$ cat config.mk
export PLATFORM = sky130hd
export DESIGN_NAME = rr_grant_scheduler
export DESIGN_NICKNAME = d
export VERILOG_FILES = /design/src/rtl/rr_grant_scheduler.sv
export SDC_FILE = /design/constraint.sdc
export NUM_CORES = 1
export LEC_CHECK = 0
export CAP_MARGIN = 20
export CORE_ASPECT_RATIO = 0.7
export CORE_MARGIN = 1
export CORE_UTILIZATION = 32
export DETAILED_ROUTE_END_ITERATION = 8
export SLEW_MARGIN = 20
export SYNTH_ARGS = -nofsm -noshare
export SYNTH_HDL_FRONTEND = slang
export SYNTH_SLANG_ARGS = --single-unit
export TNS_END_PERCENT = 10
$ cat constraint.sdc
create_clock -name clk -period 5.27 [get_ports clk]
set_input_delay 1.581 -clock clk [delete_from_list [all_inputs] [get_ports clk]]
set_output_delay 1.581 -clock clk [all_outputs]
set_load 0.005 [all_outputs]
$ cat src/rtl/rr_grant_scheduler.sv
// Round-robin grant scheduler: shares one resource among N requesters.
// A one-hot ring pointer marks the highest-priority requester; it rotates
// past each served requester on release. The grant is registered, one-hot,
// and held until the owner signals done or the hold timeout expires.
module rr_grant_scheduler #(
    parameter int N        = 8,
    parameter int MAX_HOLD = 16
) (
    input  logic                                clk,
    input  logic                                reset,
    input  logic [N-1:0]                        req,
    input  logic                                done,
    output logic [N-1:0]                        grant,
    output logic                                grant_valid,
    output logic [((N > 1) ? $clog2(N) : 1)-1:0] grant_idx,
    output logic                                timeout
);

    localparam int IW = (N > 1) ? $clog2(N) : 1;
    // Hold counter must be able to hold MAX_HOLD; keep at least one bit when disabled.
    localparam int HW = (MAX_HOLD > 0) ? $clog2(MAX_HOLD + 1) : 1;

    typedef enum logic {
        IDLE  = 1'b0,
        GRANT = 1'b1
    } state_t;

    state_t          state_q, state_d;
    logic [N-1:0]    ptr_q, ptr_d;
    logic [N-1:0]    grant_q, grant_d;
    logic [IW-1:0]   grant_idx_q, grant_idx_d;
    logic            grant_valid_q, grant_valid_d;
    logic            timeout_q, timeout_d;
    logic [HW-1:0]   hold_cnt_q, hold_cnt_d;

    // Arbitration datapath
    logic [N-1:0]    upper_req;
    logic [N-1:0]    pick_src;
    logic [N-1:0]    sel_onehot;
    logic [IW-1:0]   sel_idx;
    logic            hold_expired;
    logic [N-1:0]    idx_mask [IW];

    // Requests at or above the pointer win; otherwise wrap to the lowest request.
    always_comb begin
        upper_req  = req & ~(ptr_q - N'(1));
        pick_src   = (|upper_req) ? upper_req : req;
        sel_onehot = pick_src & (~pick_src + N'(1));
    end

    // One-hot to binary encoder: index bit gi is the OR of all positions whose index has bit gi set.
    generate
        for (genvar gi = 0; gi < IW; gi++) begin : g_enc
            for (genvar gj = 0; gj < N; gj++) begin : g_mask
                assign idx_mask[gi][gj] = 1'((gj >> gi) & 1);
            end
            assign sel_idx[gi] = |(sel_onehot & idx_mask[gi]);
        end
    endgenerate

    assign hold_expired = (MAX_HOLD != 0) && (hold_cnt_q == HW'(MAX_HOLD));

    // Next-state and next-output logic for the IDLE/GRANT controller.
    always_comb begin
        state_d       = state_q;
        ptr_d         = ptr_q;
        grant_d       = grant_q;
        grant_idx_d   = grant_idx_q;
        grant_valid_d = grant_valid_q;
        hold_cnt_d    = hold_cnt_q;
        timeout_d     = 1'b0;

        unique case (state_q)
            IDLE: begin
                if (|req) begin
                    grant_d       = sel_onehot;
                    grant_idx_d   = sel_idx;
                    grant_valid_d = 1'b1;
                    hold_cnt_d    = HW'(1);
                    state_d       = GRANT;
                end
            end
            GRANT: begin
                if (done || hold_expired) begin
                    // done wins over a coincident timeout, so timeout only pulses without done.
                    timeout_d     = ~done;
                    ptr_d         = {grant_q[N-2:0], grant_q[N-1]};
                    grant_d       = '0;
                    grant_idx_d   = '0;
                    grant_valid_d = 1'b0;
                    hold_cnt_d    = '0;
                    state_d       = IDLE;
                end else if (hold_cnt_q != '1) begin
                    hold_cnt_d = hold_cnt_q + HW'(1);
                end
            end
            default: begin
                state_d = IDLE;
            end
        endcase
    end

    // State and output registers with synchronous reset.
    always_ff @(posedge clk) begin
        if (reset) begin
            state_q       <= IDLE;
            ptr_q         <= N'(1);
            grant_q       <= '0;
            grant_idx_q   <= '0;
            grant_valid_q <= 1'b0;
            timeout_q     <= 1'b0;
            hold_cnt_q    <= '0;
        end else begin
            state_q       <= state_d;
            ptr_q         <= ptr_d;
            grant_q       <= grant_d;
            grant_idx_q   <= grant_idx_d;
            grant_valid_q <= grant_valid_d;
            timeout_q     <= timeout_d;
            hold_cnt_q    <= hold_cnt_d;
        end
    end

    assign grant       = grant_q;
    assign grant_valid = grant_valid_q;
    assign grant_idx   = grant_idx_q;
    assign timeout     = timeout_q;

endmodule

==> results of run 1 <==
[logic make-up after synthesis]
group                    count (synthesis)  synth area share (%)
adder cells (fa/ha/maj)                  4                 3.410
AND/OR/NAND/NOR                         70                 28.82
buffers and inverters                   14                 3.666
XOR/XNOR                                 3                 1.791
AO/OA/AOI/OAI                           47                 23.36
flip-flops                              27                 36.83
multiplexers                             3                 2.131
[placed cells by master, fill, tap and decap left out, types with 4 or more instances in the layout]
| cell type | instances |
|---|---|
| sky130_fd_sc_hd__and2_1 | 4 |
| sky130_fd_sc_hd__clkdlybuf4s50_1 | 23 |
| sky130_fd_sc_hd__a21oi_1 | 10 |
| sky130_fd_sc_hd__dfxtp_1 | 27 |
| sky130_fd_sc_hd__nor2_1 | 12 |
| sky130_fd_sc_hd__nand2_1 | 19 |
| sky130_fd_sc_hd__a22oi_1 | 4 |
| sky130_fd_sc_hd__nor3_1 | 4 |
| sky130_fd_sc_hd__inv_1 | 10 |
| sky130_fd_sc_hd__ha_1 | 4 |
| sky130_fd_sc_hd__o21ai_0 | 5 |
| sky130_fd_sc_hd__a22o_1 | 7 |
[worst register-to-register path, cell delays in order (launching register included)]
cell and delay [ns]:
sky130_fd_sc_hd__dfxtp_1 0.38, sky130_fd_sc_hd__inv_1 0.09, sky130_fd_sc_hd__ha_1 0.22, sky130_fd_sc_hd__nor3b_1 0.24, sky130_fd_sc_hd__mux2i_1 0.50, sky130_fd_sc_hd__nor3_2 0.13, sky130_fd_sc_hd__and4b_4 0.23, sky130_fd_sc_hd__or3_4 0.37
sky130_fd_sc_hd__or4_4 0.54, sky130_fd_sc_hd__o2111ai_1 0.09
[per-layer routing]
metal | up-vias | wire length, um | global-route usage [%]
met5 | - | 0 | 0
met1 | 619 | 2058 | 26.04
met4 | 0 | 36 | 3.448
li1 | 673 | - | -
met2 | 48 | 1405 | 20.61
met3 | 7 | 294 | 4.769
[through the flow]
| stage | utilization [%] | hold WS (ns) |
|---|---|---|
| after floorplan | - | 0.4388 |
| after global placement | 40.14 | 0.4305 |
| after global routing | 41.17 | 0.4727 |
| final | 41.17 | 0.4599 |
| after CTS | 41.17 | 0.4606 |
| after detailed placement | 40.14 | 0.4346 |
[sequential cells by signal, indices dropped and copies added (netlist names)]
| signal | cells |
|---|---|
| state_q | 1 |
| timeout | 1 |
| grant_valid | 1 |
| grant_idx | 3 |
| grant | 8 |
| hold_cnt_q | 5 |
| ptr_q | 8 |
[worst paths after layout]
| check | from | to | slack [ns] | depth (start not counted) |
|---|---|---|---|---|
| worst max register to register | ptr_q[0] | grant_idx[1] | 2.42 | 9 |
| worst min-delay path | grant_idx[2] | grant_idx[2] | 0.46 | 2 |
| worst max-delay path | req[1] | grant_idx[1] | 1.45 | 7 |
| worst min register to register | grant_idx[2] | grant_idx[2] | 0.46 | 2 |
[cell type report]
class	instances	area, um2
Fill cell	436	2576
Multi-Input combinational cell	127	873.3
Sequential cell	27	540.5
Timing Repair Buffer	24	237.7
Tap cell	55	68.82
Clock buffer	4	45.04
Inverter	10	37.54
[power by group]
group	switching (W)	total, W	internal [W]
sequential	0.00000651	0.000217	0.000210
clock	0.0000648	0.000119	0.0000543
combinational	0.0000360	0.0000702	0.0000342
==> results.md, run 1 <==
* Result of the run: finished clean
* Cell leakage power at between 0.6 and 0.7 nW
* GRT Residual Overflow at 0
* Cells along the critical path: clkdlybuf4s50_1, nor4_1, and3_1, or3_1, or3_4, or4_4, o2111ai_1
* Number of inserted diodes at 0
* Detailed Route Iter0 Violations at ~120
* Family with the most delay on the worst path: simple AND/OR/NAND/NOR gates
* Max-slew violations at 0
* Smallest setup slack after layout at 1.451 ns
* Critical path launch point type: input port
* Synthesized cell area at 0.001468 mm2
* Worst rel slew slack at 51.17%
* Cell Count Post-Placement at ~240
* Setup repair after global routing missed its margin: false
* Top post-synthesis cells by area: sky130_fd_sc_hd__dfxtp_1 37%, sky130_fd_sc_hd__nand2_1 4.9%, sky130_fd_sc_hd__a22o_1 4.2%
* Max Fclk at 261.9 MHz
* Final cell count without fillers at approximately 250
* Share of async-settable or async-resettable flops after synthesis at 0%
* Number of buffers inserted by port buffering at 23
* Detailed-route via count at 1347
* Initial antenna violation count at 0
* Area growth from synthesis to layout at 22.85%
* DRC viols at 0
* Number of instances resized during post-cts repair at 0
* Cell with the most instances after synthesis: sky130_fd_sc_hd__dfxtp_1
* Worst endpoint data arrival time at between 4 and 5 ns
* Shortest clock period the worst path allows after layout at 3.819 ns
* Die X-Extent at slightly above 80 um
* Net count after synthesis at 183
* Vertical die dimension at roughly 59 um
* Count of antenna-violating nets left after detailed routing at 0
* Final hold violations at 0
* Post-cts hold buffer count at 0
* TritonCTS clock tree: built
* Number of sinks on the clock net at 27
* Routed wire length per instance at 15.36 um
* Weighted congestion at the end of routability-driven global placement at 0.9084
* Count of flip-flops with a built-in enable after synthesis at 0
* Category of the worst setup path capture point: flip-flop
* Max-cap check violation count at 0
* Transition time at the pin with the least slew margin at 0.7324 ns
* Required time of the worst setup path at 5.47 ns
* Count of standard-cell rows at 20
* Overall global routing resource usage at roughly 16%
* Yosys warning total at 0
* Buf/Inv on CP at 1
* Setup-violating endpoint count in the final report at 0
* Dpl cell area at 0.001758 mm2
* Post-route setup TNS at 0 ns
* Power Density at 225.2 mW/mm2
* Flop and latch count out of synthesis at 27
* Clock input transition at the sequential cells of the worst setup and hold paths at approximately 0.090 ns
* Number of nets in the final layout at 208
* Proportion of synthesized chip area in sequential cells at 36.83%
* Initial Utilization at about 34%
* Total routed wirelength at 3.795 mm
* H-tree levels at 1
* Average cell area after synthesis at 8.736 um2
* Clock latency of the later-clocked register in the worst-skew pair at roughly 0.28 ns
* Proportion of layout cells with a drive suffix above 1 at a little over a tenth
* Area of the core region at between 0.004 and 0.005 mm2
* Maximum fanout along the worst path at 7
* Largest area contributor in the netlist: sky130_fd_sc_hd__dfxtp_1
* Worst min-delay path class: reg -> reg
* Total power at 0.0004060 W
* Part of the cycle the worst path needs at 72.46%
* Worst-case clock buffer depth at 2
* Overall die area at approximately 0.0049 mm2
* Worst setup slack before clock tree synthesis at 1.168 ns
* Synth top cells by count: 27 x sky130_fd_sc_hd__dfxtp_1, 19 x sky130_fd_sc_hd__nand2_1, 12 x sky130_fd_sc_hd__nor2_1, 10 x sky130_fd_sc_hd__a21oi_1, 10 x sky130_fd_sc_hd__inv_1
* Post-CTS setup repair buffer count at 0
* Via count of the first global-routing pass at 1133
* Prevailing post-synth register cell: sky130_fd_sc_hd__dfxtp_1
* TritonCTS Buffers at 3
* Maximum vdd ir drop at between 0.08 and 0.09 mV
* Worst setup path category: in -> reg
* Cell with the largest stage delay on the worst path: sky130_fd_sc_hd__clkdlybuf4s50_1
* Detailed placer's ending HPWL at 2.868 mm
* Number of standard cells after synthesis at 168
* IO Pins at 24
* Share of the synthesized area in the top cell type at between 30% and 40%
* Vias per inst at 5.453
* Netlist cell types at slightly above 50
* Largest stage delay on the critical path at 0.58 ns
* Fin Clk Skew at 0.006229 ns
* Maximum number of pins on one net before global-route repair at 15
* Number of detailed-routing iterations run before antenna repair at 4
* Final design area excluding fillers at 0.001803 mm2
* Root Buffer: sky130_fd_sc_hd__clkbuf_8
* Global-route wire length before repair at between 6 and 7 mm
Power figures use the tool's default switching activity.
==> inputs of run 2 (changes only) <==
clock period = 3.4 ns   (was 5.27 ns; I/O delays follow)
==> run 2 against run 1 <==
  * Global-route usage up 0.59 points
  * Worst hold slack worse by 0.012 ns
  * Via count up 2.5%
  * Combinational power up 75%
  * First-iteration DRC count down 42%
  * Sequential power up 55%
  * Die area unchanged
  * Cell area up 6.5%
  * Routed wire length up 7.2%
  * Highest routed layer unchanged
==> results.md, run 2 (synthesized netlist as in run 1, its figures left out) <==
* Result of the run: finished clean
* Via count of the first global-routing pass at 1242 (+9.6%)
* Layer carrying the most global-route usage: met1
* Number of buffers inserted by port buffering at 23 (unchanged)
* Routed wire length per instance at 15.53 um (+1.1%)
* Largest stage delay on the critical path at 0.51 ns (-0.07 ns)
* DRC viols at 0 (unchanged)
* Seq. cell area at 540.5 um2 (unchanged)
* Global-route wire length before repair at 6.444 mm (+6.1%)
* Fraction of met1 tracks used by global routing at 26.82% (+0.78 points)
* Part of the cycle the worst path needs at 95.64%
* Detailed placer's ending HPWL at 3.111 mm (+8.5%)
* Required time of the worst setup path at 3.56 ns (-1.91 ns)
* IO Pins at 24 (unchanged)
* Critical hold path startpoint: grant_idx[2]
* Setup repair after global routing missed its margin: false
* Number of detailed-routing iterations run before antenna repair at 4 (unchanged)
* Worst R2R End: grant_idx[0]
* Max-slew violations at 0 (unchanged)
* Maximum vdd ir drop at 0.1622 mV (+88%)
* H-tree levels at 1 (unchanged)
* Area growth from synthesis to layout at 30.86%
* Overall global routing resource usage at 16.85% (+0.59 points)
* Cell with the largest stage delay on the worst path: sky130_fd_sc_hd__clkdlybuf4s50_1
* Max-cap check violation count at 0 (unchanged)
* Detailed-route via count at 1381 (+2.5%)
* TritonCTS Buffers at 3 (unchanged)
* Vertical die dimension at 58.66 um (unchanged)
* M2 GR Usage at 22.60% (+2.0 points)
* Final design area excluding fillers at 0.001921 mm2 (+6.5%)
* GRT Residual Overflow at 0 (unchanged)
* Worst rel slew slack at 60.12% (+8.9 points)
* Number of inserted diodes at 0 (unchanged)
* Worst-case clock buffer depth at 2 (unchanged)
* Initial Utilization at 33.51% (unchanged)
* Transition time at the pin with the least slew margin at 0.5960 ns (-0.1364 ns)
* Final hold violations at 0 (unchanged)
* Category of the worst setup path capture point: flip-flop
* Launch instance of the worst register-to-register path: ptr_q[0]
* Weighted congestion at the end of routability-driven global placement at 0.8428 (-7.2%)
* Die X-Extent at 82.95 um (unchanged)
* Capture endpoint of the worst hold path: grant_idx[2]
* Area of the core region at 0.004379 mm2 (unchanged)
* Count of filler cells inserted in the layout at 412 (-5.5%)
* Number of nets in the final layout at 223 (+7.2%)
* Initial antenna violation count at 0 (unchanged)
* Post-cts hold buffer count at 0 (unchanged)
* Root Buffer: sky130_fd_sc_hd__clkbuf_8
* Max Fclk at 307.5 MHz
* Worst hold slack after final layout at 0.4484 ns (-0.01156 ns)
* Shortest clock period the worst path allows after layout at 3.252 ns
* Setup-violating endpoint count in the final report at 0 (unchanged)
* Worst min-delay path class: reg -> reg
* Worst endpoint data arrival time at 3.41 ns (-0.61 ns)
* Maximum number of pins on one net before global-route repair at 16 (+1)
* Vias per inst at 5.271 (-3.3%)
* Count of antenna-violating nets left after detailed routing at 0 (unchanged)
* Overall die area at 0.004866 mm2 (unchanged)
* Clock input transition at the sequential cells of the worst setup and hold paths at 0.09 ns (about the same)
* Power Density at 334.5 mW/mm2 (+49%)
* Register-to-Register Setup Slack at 0.65 ns (-1.77 ns)
* Met3 routing resource usage after global routing at 4.909% (+0.14 points)
* Post-CTS setup repair buffer count at 0 (unchanged)
* Cell leakage power at 0.7734 nW (+11%)
* Buf/Inv on CP at 1 (unchanged)
* Fin Clk Skew at 0.005999 ns (-0.0002301 ns)
* Worst setup path category: in -> reg
* Maximum fanout along the worst path at 4 (-3)
* Family with the most delay on the worst path: compound AO/OA/AOI/OAI gates
* Detailed Route Iter0 Violations at 71 (-42%)
* Count of standard-cell rows at 20 (unchanged)
* TritonCTS clock tree: built
* Total power at 0.0006424 W (+58%)
* Clock latency of the later-clocked register in the worst-skew pair at 0.27 ns (about the same)
* Commonest cells after routing, fill and taps aside: 27 x sky130_fd_sc_hd__dfxtp_1, 23 x sky130_fd_sc_hd__clkdlybuf4s50_1, 19 x sky130_fd_sc_hd__nand2_1
* Most common cell after layout, fill and taps aside: sky130_fd_sc_hd__dfxtp_1
* Area of the multi-input gates at 877.1 um2 (+0.43%)
* Cells along the critical path: clkdlybuf4s50_1, a22oi_1, a21boi_1, a21boi_2, a41oi_1, o221ai_1, o31ai_1, a2111o_1
* Dpl cell area at 0.001871 mm2 (+6.4%)
* Depth of the worst hold-timing path at 2 (unchanged)
* Depth of the worst register-to-register path at 9 (unchanged)
* Number of sinks on the clock net at 27 (unchanged)
* Total routed wirelength at 4.070 mm (+7.2%)
* Proportion of layout cells with a drive suffix above 1 at 17.87% (+7.5 points)
* Critical path launch point type: input port
-- run 2: cell count changes in the layout (fill, tap and decap cells not counted) --
cell / delta
sky130_fd_sc_hd__a21boi_1: -1
sky130_fd_sc_hd__clkbuf_1: -1
sky130_fd_sc_hd__buf_4: +15
sky130_fd_sc_hd__a21boi_2: +1
sky130_fd_sc_hd__clkinv_2: +1
-- run 2: power breakdown --
group	switching (W)	total, W	internal, W
Sequential	0.00000997	0.000336	0.000326
Clock	0.000102	0.000184	0.0000822
Combinational	0.0000600	0.000123	0.0000627
-- run 2: worst max path at each step --
stage,slack [ns],start,depth (start not counted),endpoint
finish,0.15,req[0],8,grant_idx[0]
CTS,0.19,req[0],8,grant_idx[0]
global route,0.07,req[0],8,grant_idx[0]
floorplan,0.62,req[5],7,grant_idx[1]
detailed placement,-0.1,req[0],8,grant_idx[0]
global placement,-0.11,req[0],8,grant_idx[0]
-- run 2: what timing repair did --
item                                    4_1_cts  5_1_grt
endpoints found under the hold margin         0        0
gates resized for setup                       0        1
endpoints found under the setup margin        0        1
-- run 2: worst min-delay path, stage by stage (launching register included) --
cell and delay [ns]:
sky130_fd_sc_hd__dfxtp_1 0.32, sky130_fd_sc_hd__nand2_1 0.05, sky130_fd_sc_hd__nand2_1 0.04
-- run 2: per-layer routing --
metal / routed length, um / vias up / share of wire [%]
li1: - / 697 / -
met1: 2281 / 640 / 56
met2: 1521 / 42 / 37
met3: 258 / 2 / 6.3
met4: 8 / 0 / 0.20
met5: 0 / - / 0
-- run 2: metrics by stage --
| stage | utilization, % | setup slack [ns] | setup TNS [ns] | cells |
|---|---|---|---|---|
| floorplan | - | 0.6236 | 0 | 168 |
| global placement | 42.71 | -0.1054 | -0.1322 | 258 |
| detailed placement | 42.71 | -0.09508 | -0.1413 | 258 |
| CTS | 43.77 | 0.1902 | 0 | 262 |
| global route | 43.86 | 0.07236 | 0 | 262 |
| finish | 43.86 | 0.1483 | 0 | 262 |
-- run 2: layout make-up --
class,instances,share of cell area [%]
multi-input combinational,127,45.67
sequential,27,28.14
timing repair buffer,39,18.24
tap,55,3.583
clock buffer,3,2.150
inverter,10,1.954
clock inverter,1,0.2606
